===== config.mk =====
export PLATFORM = sky130hd
export DESIGN_NAME = ex_muldiv_unit_flat
export DESIGN_NICKNAME = d
export VERILOG_FILES = /design/src/rtl/ex_pkg.sv /design/src/rtl/ex_muldiv_unit_if.sv /design/src/rtl/ex_muldiv_unit_step.sv /design/src/rtl/ex_muldiv_unit.sv /design/src/flat_wrapper.sv
export SDC_FILE = /design/constraint.sdc
export NUM_CORES = 1
export LEC_CHECK = 0
export ABC_AREA = 1
export CORE_ASPECT_RATIO = 0.5
export CORE_MARGIN = 4
export CORE_UTILIZATION = 35
export DETAILED_ROUTE_END_ITERATION = 12
export PLACE_DENSITY_LB_ADDON = 0.25
export SYNTH_ARGS = -nofsm -noshare
export SYNTH_HDL_FRONTEND = slang
export SYNTH_SLANG_ARGS = --single-unit

===== constraint.sdc =====
create_clock -name clk -period 3 [get_ports clk]
set_clock_uncertainty 0.1 [all_clocks]
set_input_delay 0.6 -clock clk [delete_from_list [all_inputs] [get_ports clk]]
set_output_delay 0.6 -clock clk [all_outputs]
set_load 0.01 [all_outputs]

===== src/rtl/ex_pkg.sv =====
// Shared execute-stage definitions.
//  - ALUControl op codes, including the iterative multiply/divide ops
//  - state encoding of the multiply/divide unit
//  - is_md_op(): true for the ops the multiply/divide unit executes
package ex_pkg;

    localparam logic [4:0] ALU_AND  = 5'b00000;
    localparam logic [4:0] ALU_OR   = 5'b00001;
    localparam logic [4:0] ALU_ADD  = 5'b00010;
    localparam logic [4:0] ALU_SUB  = 5'b00110;
    localparam logic [4:0] ALU_SLT  = 5'b00111;
    localparam logic [4:0] ALU_XOR  = 5'b01000;
    localparam logic [4:0] ALU_NOR  = 5'b01001;
    localparam logic [4:0] ALU_MUL  = 5'b00100;
    localparam logic [4:0] ALU_MULU = 5'b10101;
    localparam logic [4:0] ALU_DIV  = 5'b00011;
    localparam logic [4:0] ALU_DIVU = 5'b10100;

    typedef enum logic [1:0] {
        MD_IDLE  = 2'd0,
        MD_RUN   = 2'd1,
        MD_FIXUP = 2'd2,
        MD_DONE  = 2'd3
    } md_state_t;

    function automatic logic is_md_op(input logic [4:0] op);
        return (op == ALU_MUL) || (op == ALU_MULU) || (op == ALU_DIV) || (op == ALU_DIVU);
    endfunction

endpackage


===== src/rtl/ex_muldiv_unit_if.sv =====
// Execute-stage <-> multiply/divide unit connection.
//  master: execute stage (drives op, operands, flush; sees stall/done/HI/LO)
//  slave : ex_muldiv_unit
interface ex_muldiv_unit_if #(
    parameter int WIDTH = 32
);
    logic             StartE;
    logic [4:0]       ALUControlE;
    logic [WIDTH-1:0] SrcAE;
    logic [WIDTH-1:0] SrcBE;
    logic             FlushE;
    logic             StallMD;
    logic             DoneE;
    logic [WIDTH-1:0] HiE;
    logic [WIDTH-1:0] LoE;

    modport master (
        output StartE, ALUControlE, SrcAE, SrcBE, FlushE,
        input  StallMD, DoneE, HiE, LoE
    );

    modport slave (
        input  StartE, ALUControlE, SrcAE, SrcBE, FlushE,
        output StallMD, DoneE, HiE, LoE
    );
endinterface


===== src/rtl/ex_muldiv_unit_step.sv =====
// muldiv_step: one combinational radix-2 iteration on a {hi,lo} pair.
//  is_div=0: shift-add multiply. lo holds the remaining multiplier bits,
//            hi the partial product; opnd is the multiplicand.
//  is_div=1: restoring divide. hi is the partial remainder, lo shifts
//            dividend bits out and quotient bits in; opnd is the divisor.
//  Ports: is_div, hi, lo, opnd in; hi_n, lo_n out (next {hi,lo}).
module muldiv_step #(
    parameter int WIDTH = 32
) (
    input  logic             is_div,
    input  logic [WIDTH-1:0] hi,
    input  logic [WIDTH-1:0] lo,
    input  logic [WIDTH-1:0] opnd,
    output logic [WIDTH-1:0] hi_n,
    output logic [WIDTH-1:0] lo_n
);
    logic [WIDTH:0]   sum;
    logic [WIDTH:0]   rem_sh;
    logic [WIDTH-1:0] diff;
    logic             fits;

    always_comb begin
        sum    = {1'b0, hi} + (lo[0] ? {1'b0, opnd} : '0);
        rem_sh = {hi, lo[WIDTH-1]};
        fits   = rem_sh >= {1'b0, opnd};
        // When the divisor fits, the true difference is < opnd, so the low
        // WIDTH bits hold it exactly.
        diff   = rem_sh[WIDTH-1:0] - opnd;
        if (is_div) begin
            hi_n = fits ? diff : rem_sh[WIDTH-1:0];
            lo_n = {lo[WIDTH-2:0], fits};
        end else begin
            // Carry of the add becomes the new top bit after the right shift.
            {hi_n, lo_n} = {sum, lo[WIDTH-1:1]};
        end
    end
endmodule


===== src/rtl/ex_muldiv_unit.sv =====
// ex_muldiv_unit: iterative execute-stage multiply/divide with HI/LO.
//  clk, rst_n  : clock, asynchronous active-low reset
//  bus (slave) : StartE/ALUControlE/SrcAE/SrcBE/FlushE in;
//                StallMD (stall F/D/E), DoneE (result pulse), HiE, LoE out
// Signed ops run on magnitudes; signs are reapplied in FIXUP. Divide by
// zero skips RUN and returns LO=all-ones, HI=dividend.
module ex_muldiv_unit
    import ex_pkg::*;
#(
    parameter  int WIDTH = 32,
    localparam int CNT_W = $clog2(WIDTH) + 1
) (
    input  logic             clk,
    input  logic             rst_n,
    ex_muldiv_unit_if.slave  bus
);
    md_state_t        state, state_n;
    logic [CNT_W-1:0] cnt;
    logic             is_div, neg_q, neg_r, dz;
    logic [WIDTH-1:0] opnd, acc_hi, acc_lo, hi_q, lo_q;
    logic [WIDTH-1:0] step_hi, step_lo, res_hi, res_lo;
    logic             accept, op_div, op_signed, sgn_a, sgn_b, div_zero;
    logic [WIDTH-1:0] abs_a, abs_b;

    assign op_div    = (bus.ALUControlE == ALU_DIV) || (bus.ALUControlE == ALU_DIVU);
    assign op_signed = (bus.ALUControlE == ALU_DIV) || (bus.ALUControlE == ALU_MUL);
    assign sgn_a     = op_signed & bus.SrcAE[WIDTH-1];
    assign sgn_b     = op_signed & bus.SrcBE[WIDTH-1];
    // -2^(W-1) negates to itself, which read unsigned is the right magnitude.
    assign abs_a     = sgn_a ? -bus.SrcAE : bus.SrcAE;
    assign abs_b     = sgn_b ? -bus.SrcBE : bus.SrcBE;
    assign div_zero  = op_div && (bus.SrcBE == '0);

    always_ff @(posedge clk or negedge rst_n) begin
        if (!rst_n) state <= MD_IDLE;
        else        state <= state_n;
    end

    always_comb begin
        state_n = state;
        accept  = 1'b0;
        case (state)
            MD_IDLE: begin
                accept = bus.StartE & is_md_op(bus.ALUControlE) & ~bus.FlushE;
                if (accept) state_n = div_zero ? MD_FIXUP : MD_RUN;
            end
            MD_RUN: begin
                if (bus.FlushE)                           state_n = MD_IDLE;
                else if (cnt == CNT_W'(WIDTH - 1))        state_n = MD_FIXUP;
            end
            MD_FIXUP: state_n = bus.FlushE ? MD_IDLE : MD_DONE;
            MD_DONE:  state_n = MD_IDLE;
            default:  state_n = MD_IDLE;
        endcase
    end

    assign bus.StallMD = accept | (state == MD_RUN) | (state == MD_FIXUP);
    assign bus.DoneE   = (state == MD_DONE);
    assign bus.HiE     = hi_q;
    assign bus.LoE     = lo_q;

    muldiv_step #(.WIDTH(WIDTH)) u_step (
        .is_div (is_div),
        .hi     (acc_hi),
        .lo     (acc_lo),
        .opnd   (opnd),
        .hi_n   (step_hi),
        .lo_n   (step_lo)
    );

    always_comb begin
        {res_hi, res_lo} = {acc_hi, acc_lo};
        if (dz) begin
            {res_hi, res_lo} = {acc_hi, acc_lo};
        end else if (is_div) begin
            res_hi = neg_r ? -acc_hi : acc_hi;
            res_lo = neg_q ? -acc_lo : acc_lo;
        end else if (neg_q) begin
            {res_hi, res_lo} = -{acc_hi, acc_lo};
        end
    end

    always_ff @(posedge clk or negedge rst_n) begin
        if (!rst_n) begin
            cnt    <= '0;
            is_div <= 1'b0;
            neg_q  <= 1'b0;
            neg_r  <= 1'b0;
            dz     <= 1'b0;
            opnd   <= '0;
            acc_hi <= '0;
            acc_lo <= '0;
            hi_q   <= '0;
            lo_q   <= '0;
        end else begin
            if (accept) begin
                cnt    <= '0;
                is_div <= op_div;
                neg_q  <= sgn_a ^ sgn_b;
                neg_r  <= sgn_a;
                dz     <= div_zero;
                if (div_zero) begin
                    acc_hi <= bus.SrcAE;
                    acc_lo <= '1;
                end else if (op_div) begin
                    acc_hi <= '0;
                    acc_lo <= abs_a;
                    opnd   <= abs_b;
                end else begin
                    acc_hi <= '0;
                    acc_lo <= abs_b;
                    opnd   <= abs_a;
                end
            end else if (state == MD_RUN) begin
                acc_hi <= step_hi;
                acc_lo <= step_lo;
                cnt    <= cnt + 1'b1;
            end
            if (state == MD_FIXUP && !bus.FlushE) begin
                hi_q <= res_hi;
                lo_q <= res_lo;
            end
        end
    end
endmodule


===== src/flat_wrapper.sv =====
// flat-port wrapper written by rule: the top's interface ports become plain ports
module ex_muldiv_unit_flat import ex_pkg::*;
#(
    parameter  int WIDTH = 32,
    localparam int CNT_W = $clog2(WIDTH) + 1
)
  (clk, rst_n, bus_StartE, bus_ALUControlE, bus_SrcAE, bus_SrcBE, bus_FlushE, bus_StallMD, bus_DoneE, bus_HiE, bus_LoE);
  ex_muldiv_unit_if #(.WIDTH(WIDTH)) bus_i ();
  input  logic clk;
  input  logic rst_n;
  input wire logic [$bits(bus_i.StartE)-1:0] bus_StartE;
  input wire logic [$bits(bus_i.ALUControlE)-1:0] bus_ALUControlE;
  input wire logic [$bits(bus_i.SrcAE)-1:0] bus_SrcAE;
  input wire logic [$bits(bus_i.SrcBE)-1:0] bus_SrcBE;
  input wire logic [$bits(bus_i.FlushE)-1:0] bus_FlushE;
  output wire logic [$bits(bus_i.StallMD)-1:0] bus_StallMD;
  output wire logic [$bits(bus_i.DoneE)-1:0] bus_DoneE;
  output wire logic [$bits(bus_i.HiE)-1:0] bus_HiE;
  output wire logic [$bits(bus_i.LoE)-1:0] bus_LoE;
  assign bus_i.StartE = bus_StartE;
  assign bus_i.ALUControlE = bus_ALUControlE;
  assign bus_i.SrcAE = bus_SrcAE;
  assign bus_i.SrcBE = bus_SrcBE;
  assign bus_i.FlushE = bus_FlushE;
  assign bus_StallMD = bus_i.StallMD;
  assign bus_DoneE = bus_i.DoneE;
  assign bus_HiE = bus_i.HiE;
  assign bus_LoE = bus_i.LoE;
  ex_muldiv_unit #(.WIDTH(WIDTH)) u_core (.clk(clk), .rst_n(rst_n), .bus(bus_i));
endmodule

=== Yosys cells after proc, flatten, opt, wreduce, memory -nomap -nowiden ===
Cells that the tools add are included.

* Output and inout port bits: 66
* Logic and storage cells: 83
* Register bits: 172

* Equal/unequal tests: 10
* Order comparisons: 1
* Muxes and demuxes: 31
* Add/subtract/negate cells: 8
* Reduce and logical (&&, ||, !) cells: 13
* Bitwise gates (word level): 9

{| class="wikitable"
|+ Operator list
! kind !! number
|-
| 32-bit 2-to-1 mux || 22
|-
| 32-bit negation || 4
|-
| 64-bit negation || 1
|-
| 32-bit by 33-bit adder with 33-bit output || 1
|-
| 33-bit by 32-bit greater-or-equal comparator with 1-bit output || 1
|-
| 32-bit zero test || 1
|-
| 32-bit subtractor || 1
|-
| 6-bit 2-to-1 mux || 2
|-
| 5-bit == test, second input constant || 2
|-
| 2-bit 2-to-1 mux || 5
|-
| 2-bit one-hot mux with 4 select lines || 1
|-
| 6-bit by 1-bit adder with 6-bit output, second input constant || 1
|-
| 6-bit by 5-bit == test with 1-bit output, second input constant || 1
|-
| 5-bit by 2-bit == test with 1-bit output, second input constant || 1
|-
| 5-bit by 3-bit == test with 1-bit output, second input constant || 1
|-
| 1-bit logical OR || 5
|-
| 1-bit AND || 4
|-
| 2-bit == test, second input constant || 2
|-
| 2-bit AND reduction || 2
|-
| 3-bit by 2-bit inequality test with 1-bit output, second input constant || 1
|-
| 2-bit by 1-bit == test with 1-bit output, second input constant || 1
|-
| 1-bit logical AND || 2
|-
| 2-bit zero test || 1
|-
| 2-bit by 1-bit inequality test with 1-bit output, second input constant || 1
|-
| 6 further kinds || 8
|}

=== Depth between registers and ports, before layout ===
* Word-level depth: 9
* Gate-level depth with buffers: 21
* Mapped depth without buffers: 19

=== Cells and area by module ===
Synthesis repeated with hierarchy kept, for this count alone.

* Cell total of the unflattened synthesis: 3,155
* Area total of the unflattened synthesis: 18,472.7 um^2

{| class="wikitable"
|+ Modules (own cells, without submodules)
! module !! seq. area each (um^2) !! cells an instance !! times used !! area an instance (um^2)
|-
| ex_muldiv_unit || 4,304.1 || 1,881 || 1 || 12,308.1
|-
| muldiv_step || 0.0 || 1,274 || 1 || 6,164.7
|}

=== Worst setup path after synthesis ===
No wires, ideal clock.

* Path type: register to register
* Start point: register u_core.acc_lo[0]
* End point: register u_core.acc_hi[19]
* Setup time: 0.117 ns
* Data arrival time: 2.415 ns
* Setup slack: 0.368 ns
* Data required time: 2.783 ns
* Stages on the path, launching flop included: 18
* Cells stage by stage: dfrtp_1 buf_2 clkbuf_1 nand2_1 inv_1 ha_1 fa_1 nand3_1 nand3_1 nand3_1 nand3_1 nand3_1 nand2_1 or2_2 nand3_1 nand2_1 nor2_1 nor2_1

* Longest elaborated chain between the ends: 5

{| class="wikitable"
|+ RTL lines
! element !! RTL line !! text
|-
| start, declared || ex_muldiv_unit.sv:20 || <nowiki>logic [WIDTH-1:0] opnd, acc_hi, acc_lo, hi_q, lo_q;</nowiki>
|-
| start signal, assigned || ex_muldiv_unit.sv:107 || <nowiki>acc_lo <= abs_a;</nowiki>
|-
| start signal, assigned || ex_muldiv_unit.sv:111 || <nowiki>acc_lo <= abs_b;</nowiki>
|-
| start signal, assigned || ex_muldiv_unit.sv:116 || <nowiki>acc_lo <= step_lo;</nowiki>
|-
| 32-bit 2-to-1 mux || ex_muldiv_unit_step.sv:23 || <nowiki>sum = {1'b0, hi} + (lo[0] ? {1'b0, opnd} : '0);</nowiki>
|-
| 32-bit by 33-bit adder with 33-bit output || ex_muldiv_unit_step.sv:23 ||
|-
| 32-bit 2-to-1 mux || ex_muldiv_unit_step.sv:29 || <nowiki>if (is_div) begin</nowiki>
|-
| 32-bit 2-to-1 mux || ex_muldiv_unit.sv:114 || <nowiki>end else if (state == MD_RUN) begin</nowiki>
|-
| 32-bit 2-to-1 mux || ex_muldiv_unit.sv:96 || <nowiki>if (accept) begin</nowiki>
|-
| end signal, assigned || ex_muldiv_unit.sv:103 || <nowiki>acc_hi <= bus.SrcAE;</nowiki>
|-
| end signal, assigned || ex_muldiv_unit.sv:115 || <nowiki>acc_hi <= step_hi;</nowiki>
|-
| end, declared || ex_muldiv_unit.sv:20 ||
|}

Every way passes these cells. The select of a mux whose other input is x is not followed.
A chain may end at the register's enable or synchronous reset.

=== Worst setup path after layout ===
* Start point: register u_core.acc_lo[31]
* End point: register u_core.acc_hi[28]

* Longest elaborated chain between the ends: 5
* Elaborated cells on any way between the ends: 6
* Those cells by class: add/sub (1); order compare (1); mux (4)

{| class="wikitable"
|+ RTL lines
! element !! RTL line !! text
|-
| 32-bit subtractor / 33-bit by 32-bit greater-or-equal comparator with 1-bit output (equally long branches) || ex_muldiv_unit_step.sv:28, ex_muldiv_unit_step.sv:25 ||
|-
| 32-bit 2-to-1 mux * || ex_muldiv_unit_step.sv:30 || <nowiki>hi_n = fits ? diff : rem_sh[WIDTH-1:0];</nowiki>
|-
| 32-bit 2-to-1 mux * || ex_muldiv_unit_step.sv:29 ||
|-
| 32-bit 2-to-1 mux * || ex_muldiv_unit.sv:114 ||
|-
| 32-bit 2-to-1 mux * || ex_muldiv_unit.sv:96 ||
|}

Every way passes the cells marked *; elsewhere a longest branch is shown, timed or not. The select of a mux whose other input is x is not followed.

==> flow_results.xml <==
<?xml version="1.0" encoding="UTF-8"?>
<metrics>
  <group name="run_status">
    <metric name="run_status" unit="">finished, violations left</metric>
    <metric name="violated_checks" unit="">setup timing</metric>
  </group>
  <group name="final_layout">
    <metric name="final_core_utilization" unit="%">48.5</metric>
    <metric name="layoutNonFillerInstCount" unit="">4129</metric>
    <metric name="fillCellCount" unit="">5232</metric>
    <metric name="synthToLayoutAreaGrowth" unit="%">35.4</metric>
    <metric name="antennaDiodeCount" unit="">0</metric>
    <metric name="nNetsFinal" unit="">3611</metric>
    <metric name="final_layout_size_suffix_gt1_share" unit="%">17.1</metric>
    <metric name="layout.cell_area.non_filler" unit="um2">23800</metric>
  </group>
  <group name="synthesis">
    <metric name="primary_ff_master_synth" unit="">sky130_fd_sc_hd__dfrtp_1</metric>
    <metric name="dominant_combinational_cell_family_by_area_after_synthesis" unit="">simple AND/OR/NAND/NOR gates</metric>
    <metric name="ys_types" unit="">56</metric>
    <metric name="warnings_from_yosys" unit="">0</metric>
    <metric name="syn_nets" unit="">3088</metric>
    <metric name="area_fraction_in_compound_gates_after_synthesis" unit="%">15.0</metric>
    <metric name="ys_async_sr_fraction" unit="%">100</metric>
    <metric name="synth-edff-count" unit="">0</metric>
    <metric name="syn-instance-count" unit="">2944</metric>
    <metric name="synth_adder_area_share" unit="%">5.13</metric>
    <metric name="synth.yosys.seq_area_share" unit="%">24.4</metric>
    <metric name="synthMuxAreaShare" unit="%">0</metric>
    <metric name="post_synth_instance_area" unit="um2">17600</metric>
    <metric name="synth_simple_gate_area_share" unit="%">39.7</metric>
    <metric name="fraction_of_synthesized_cell_area_in_xor_and_xnor_cells" unit="%">5.02</metric>
    <metric name="postSynthRegisterBits" unit="">172</metric>
    <metric name="post_synth.cell_area_avg" unit="um2">5.98</metric>
  </group>
  <group name="cts">
    <metric name="tritoncts_num_sinks" unit="">172</metric>
    <metric name="clk_pin_slew_worst_paths" unit="ns">0.08</metric>
    <metric name="ctsRootBufferMaster" unit="">sky130_fd_sc_hd__clkbuf_16</metric>
    <metric name="cts_buffer_depth" unit="">2</metric>
    <metric name="cts_tree" unit="">yes</metric>
    <metric name="cts_buffers" unit="">17</metric>
    <metric name="clk_latency" unit="ns">0.47</metric>
    <metric name="htreeDepth" unit="">4</metric>
  </group>
  <group name="timing">
    <metric name="setup_slack" unit="ns">-0.0339</metric>
    <metric name="final-setup-viol-count" unit="">1</metric>
    <metric name="final-max-slew-violation-count" unit="">0</metric>
    <metric name="worst_max_slew_pin_slew" unit="ns">0.585</metric>
    <metric name="rsz0062_at_grt" unit="">yes</metric>
    <metric name="finalCriticalPeriod" unit="ns">3.03</metric>
    <metric name="final_cycle_utilization_of_the_critical_path" unit="%">101</metric>
    <metric name="max_freq" unit="MHz">330</metric>
    <metric name="finalHoldViolCount" unit="">0</metric>
    <metric name="relSlewSlack" unit="%">60.6</metric>
  </group>
  <group name="critical_path">
    <metric name="worst-endpoint-arrival" unit="ns">3.35</metric>
    <metric name="critPathLaunchType" unit="">register</metric>
    <metric name="setup_slack_of_the_most_critical_reg_to_reg_path" unit="ns">-0.03</metric>
    <metric name="required" unit="ns">3.31</metric>
    <metric name="rr_worst_depth" unit="">16</metric>
    <metric name="crit-reg2reg-capture" unit="">u_core.acc_hi[28]</metric>
    <metric name="reg_to_reg_start" unit="">u_core.acc_lo[31]</metric>
    <metric name="critical_path.startpoint" unit="">u_core.acc_lo[31]</metric>
    <metric name="crit_type" unit="">reg -&gt; reg</metric>
    <metric name="timing.critical_path.to_type" unit="">register</metric>
    <metric name="crit_path_max_fanout" unit="">3</metric>
  </group>
  <group name="placed_design">
    <metric name="finalWeightedCongestion" unit="">1.07</metric>
    <metric name="portBuffers" unit="">138</metric>
    <metric name="place_inst" unit="">4096</metric>
    <metric name="place.detailed.hpwl" unit="um">75400</metric>
    <metric name="place_area" unit="um2">23000</metric>
  </group>
  <group name="floorplanning">
    <metric name="initial_util" unit="%">35.8</metric>
    <metric name="placeable_core_area" unit="um2">49100</metric>
    <metric name="fp.dieH" unit="um">167</metric>
    <metric name="chipWidth" unit="um">325</metric>
    <metric name="design.portCount" unit="">139</metric>
    <metric name="die_outline_area" unit="um2">54200</metric>
    <metric name="fp-row-count" unit="">57</metric>
  </group>
  <group name="global_route">
    <metric name="grt_overflow" unit="">0</metric>
    <metric name="grt_start_max_net_pins" unit="">61</metric>
    <metric name="global_route.usage.total" unit="%">32.2</metric>
    <metric name="first_global_vias" unit="">20300</metric>
    <metric name="global_route_wire_length_before_repair" unit="um">131000</metric>
    <metric name="grt_antenna_before_repair" unit="">6</metric>
  </group>
  <group name="flow_run">
    <metric name="max_cap_viol_count" unit="">0</metric>
  </group>
  <group name="power_and_ir_drop">
    <metric name="power_density" unit="nW/um2">1230</metric>
    <metric name="report.power.total" unit="mW">29.3</metric>
    <metric name="switching_share" unit="%">54.0</metric>
    <metric name="internal_power" unit="mW">13.5</metric>
    <metric name="power.net_switching" unit="mW">15.8</metric>
    <metric name="p_leak" unit="nW">12.1</metric>
    <metric name="vdd_drop_max" unit="uV">685</metric>
    <metric name="seq_pwr_share" unit="%">14.8</metric>
    <metric name="clock_power_share" unit="%">8.1</metric>
    <metric name="power.combinational.fraction" unit="%">77.1</metric>
  </group>
  <group name="detailed_routing">
    <metric name="post_drt_via_cell_ratio" unit="">5.30</metric>
    <metric name="ant_nets" unit="">0</metric>
    <metric name="drt-initial-drc-count" unit="">2703</metric>
    <metric name="first_pass_iters" unit="">6</metric>
    <metric name="wl_per_cell" unit="um">21.8</metric>
    <metric name="detail_route.drc_violations" unit="">0</metric>
    <metric name="via_count" unit="">21900</metric>
    <metric name="detail_route.wirelength" unit="um">90000</metric>
  </group>
  <group name="hold_path">
    <metric name="worst_hold_path.num_cells" unit="">2</metric>
    <metric name="timing.hold.worst.start" unit="">u_core.bus.HiE[8]</metric>
    <metric name="hold_crit_path_type" unit="">reg -&gt; reg</metric>
    <metric name="terminating_pin_of_the_worst_hold_path" unit="">u_core.bus.HiE[8]</metric>
  </group>
</metrics>
routing by layer:
metal	track usage (%)	part of all wire [%]	wire (um)
met5	2.00	0.17	155
met4	5.77	1.6	1450
met3	11.0	12	10500
met2	44.1	39	35000
met1	48.4	48	42900
sequential cells by signal (all words and copies together) (netlist names), 2 cells and up:
signal	count
u_core.cnt	6
u_core.state	2
u_core.acc_lo	32
u_core.opnd	32
u_core.bus.HiE	32
u_core.bus.LoE	32
u_core.acc_hi	32
cell families (layout without fill, tap and decap cells):
family                   count (synthesis)  in the layout
AND/OR/NAND/NOR                       1640           1640
flip-flops                             172            172
buffers and inverters                  471           1007
AO/OA/AOI/OAI                          489            489
XOR/XNOR                               101            101
adder cells (fa/ha/maj)                 71             71
worst max path at each step:
| stage | to | slack, ns | cells after the start |
|---|---|---|---|
| 2_1_floorplan | u_core.acc_hi[19] | 0.37 | 17 |
| 3_3_place_gp | u_core.acc_lo[2] | -0.29 | 13 |
| 3_5_place_dp | u_core.acc_lo[2] | -0.25 | 13 |
| 4_1_cts | u_core.acc_hi[15] | 0.005 | 17 |
| 5_1_grt | u_core.acc_hi[25] | -0.002 | 18 |
| 6_report | u_core.acc_hi[28] | -0.03 | 16 |
through the flow:
step,setup TNS (ns),setup WS [ns],hold slack [ns]
6_report,-0.0339,-0.0339,0.384
5_1_grt,-0.00182,-0.00182,0.399
4_1_cts,0,0.00489,0.386
3_5_place_dp,-0.964,-0.255,0.367
3_3_place_gp,-0.729,-0.288,0.364
2_1_floorplan,0,0.368,0.204
repair_timing:
action                                 in CTS  in global routing
hold buffers                                1                  0
setup buffers                               0                  0
endpoints found under the hold margin       4                  0
pin swaps                                   0                  1
gates resized for setup                     3                 46
setup endpoints to repair                   7                 31
power groups by stage:
stage | registers [mW] | logic, mW | clock network (mW)
3_3_place_gp | 4.29 | 21.5 | 0
4_1_cts | 4.27 | 21.6 | 2.38
6_report | 4.34 | 22.6 | 2.37
3_5_place_dp | 4.30 | 21.5 | 0
2_1_floorplan | 4.38 | 10.6 | 0
5_1_grt | 4.45 | 24.3 | 2.48
final cells by class:
class	instances	area, um2	share of cell area [%]
repair buffers	596	5090	21.3
inverters	379	1430	5.98
multi-input cells	2301	11600	48.7
well taps	649	812	3.41
flip-flops and latches	172	4310	18.1
clock inverters	14	154	0.646
clock buffers	18	429	1.80
synthesized netlist by cell type, types with 2 or more instances:
cell | instances | area [um2]
sky130_fd_sc_hd__fa_1 | 2 | 40.0
sky130_fd_sc_hd__o22ai_1 | 13 | 81.3
sky130_fd_sc_hd__nor2_4 | 4 | 45.0
sky130_fd_sc_hd__a31oi_1 | 7 | 43.8
sky130_fd_sc_hd__o31ai_1 | 9 | 67.6
sky130_fd_sc_hd__nand3_1 | 229 | 1150
sky130_fd_sc_hd__or2_2 | 6 | 37.5
sky130_fd_sc_hd__a21oi_2 | 2 | 17.5
sky130_fd_sc_hd__ha_1 | 69 | 863
sky130_fd_sc_hd__nor3b_1 | 3 | 22.5
sky130_fd_sc_hd__nor2_1 | 387 | 1450
sky130_fd_sc_hd__a211oi_1 | 2 | 15.0
sky130_fd_sc_hd__nand2_4 | 4 | 45.0
sky130_fd_sc_hd__o21ai_1 | 35 | 175
sky130_fd_sc_hd__clkbuf_1 | 48 | 180
sky130_fd_sc_hd__or2_1 | 2 | 12.5
sky130_fd_sc_hd__nor2_2 | 14 | 87.6
sky130_fd_sc_hd__a21oi_1 | 141 | 706
sky130_fd_sc_hd__nand2_8 | 2 | 40.0
sky130_fd_sc_hd__nand2_1 | 861 | 3230
sky130_fd_sc_hd__nand2_2 | 9 | 56.3
sky130_fd_sc_hd__buf_6 | 8 | 90.1
sky130_fd_sc_hd__o211ai_1 | 20 | 150
sky130_fd_sc_hd__xor2_1 | 79 | 692
sky130_fd_sc_hd__dfrtp_1 | 172 | 4300
sky130_fd_sc_hd__buf_4 | 5 | 37.5
sky130_fd_sc_hd__o21bai_1 | 10 | 75.1
sky130_fd_sc_hd__o21ai_0 | 230 | 1150
sky130_fd_sc_hd__inv_1 | 367 | 1380
sky130_fd_sc_hd__inv_2 | 10 | 37.5
sky130_fd_sc_hd__nor3_2 | 4 | 40.0
sky130_fd_sc_hd__nand3b_1 | 16 | 120
sky130_fd_sc_hd__o21a_1 | 4 | 30.0
sky130_fd_sc_hd__buf_2 | 28 | 140
sky130_fd_sc_hd__nand3_2 | 6 | 60.1
sky130_fd_sc_hd__xnor2_1 | 22 | 193
sky130_fd_sc_hd__a21o_1 | 6 | 45.0
sky130_fd_sc_hd__nor4_1 | 4 | 25.0
sky130_fd_sc_hd__buf_1 | 3 | 11.3
sky130_fd_sc_hd__o221ai_1 | 3 | 26.3
sky130_fd_sc_hd__nand4_2 | 2 | 25.0
sky130_fd_sc_hd__nand4_1 | 44 | 275
sky130_fd_sc_hd__o21ai_2 | 2 | 17.5
sky130_fd_sc_hd__nor3_1 | 38 | 190
critical path: stages (launching register included):
cell                      delay (ns)
sky130_fd_sc_hd__dfrtp_1        0.38
sky130_fd_sc_hd__inv_1          0.25
sky130_fd_sc_hd__ha_2           0.30
sky130_fd_sc_hd__fa_2           0.26
sky130_fd_sc_hd__inv_1          0.07
sky130_fd_sc_hd__nand2_1        0.07
sky130_fd_sc_hd__nand3_1        0.12
sky130_fd_sc_hd__buf_4          0.16
sky130_fd_sc_hd__nand3_1        0.05
sky130_fd_sc_hd__nand3_1        0.18
sky130_fd_sc_hd__nand2_1        0.23
sky130_fd_sc_hd__nand2_1        0.08
sky130_fd_sc_hd__nand2_1        0.07
sky130_fd_sc_hd__nand4_1        0.35
sky130_fd_sc_hd__nand4_1        0.20
sky130_fd_sc_hd__nand2_1        0.06
sky130_fd_sc_hd__inv_1          0.05
cells in the final DEF, fill, tap and decap left out, types with 4 or more instances in the layout:
| cell | netlist | final |
|---|---|---|
| sky130_fd_sc_hd__a21o_1 | 6 | 6 |
| sky130_fd_sc_hd__a21oi_1 | 141 | 137 |
| sky130_fd_sc_hd__a21oi_2 | 2 | 6 |
| sky130_fd_sc_hd__a31oi_1 | 7 | 7 |
| sky130_fd_sc_hd__buf_12 | 0 | 21 |
| sky130_fd_sc_hd__buf_4 | 5 | 436 |
| sky130_fd_sc_hd__clkbuf_16 | 0 | 17 |
| sky130_fd_sc_hd__clkdlybuf4s50_1 | 0 | 136 |
| sky130_fd_sc_hd__dfrtp_1 | 172 | 169 |
| sky130_fd_sc_hd__ha_1 | 69 | 57 |
| sky130_fd_sc_hd__ha_2 | 0 | 4 |
| sky130_fd_sc_hd__ha_4 | 0 | 8 |
| sky130_fd_sc_hd__inv_1 | 367 | 364 |
| sky130_fd_sc_hd__inv_2 | 10 | 13 |
| sky130_fd_sc_hd__inv_8 | 0 | 4 |
| sky130_fd_sc_hd__nand2_1 | 861 | 858 |
| sky130_fd_sc_hd__nand2_2 | 9 | 12 |
| sky130_fd_sc_hd__nand2_4 | 4 | 4 |
| sky130_fd_sc_hd__nand3_1 | 229 | 226 |
| sky130_fd_sc_hd__nand3_2 | 6 | 7 |
| sky130_fd_sc_hd__nand3b_1 | 16 | 16 |
| sky130_fd_sc_hd__nand4_1 | 44 | 44 |
| sky130_fd_sc_hd__nor2_1 | 387 | 382 |
| sky130_fd_sc_hd__nor2_2 | 14 | 18 |
| sky130_fd_sc_hd__nor2_4 | 4 | 5 |
| sky130_fd_sc_hd__nor3_1 | 38 | 37 |
| sky130_fd_sc_hd__nor3_2 | 4 | 5 |
| sky130_fd_sc_hd__o211ai_1 | 20 | 20 |
| sky130_fd_sc_hd__o21a_1 | 4 | 4 |
| sky130_fd_sc_hd__o21ai_0 | 230 | 224 |
| sky130_fd_sc_hd__o21ai_1 | 35 | 40 |
| sky130_fd_sc_hd__o21bai_1 | 10 | 10 |
| sky130_fd_sc_hd__o22ai_1 | 13 | 13 |
| sky130_fd_sc_hd__o31ai_1 | 9 | 9 |
| sky130_fd_sc_hd__or2_2 | 6 | 6 |
| sky130_fd_sc_hd__xnor2_1 | 22 | 22 |
| sky130_fd_sc_hd__xor2_1 | 79 | 79 |
Note: power is estimated with default switching activity, not from simulation.
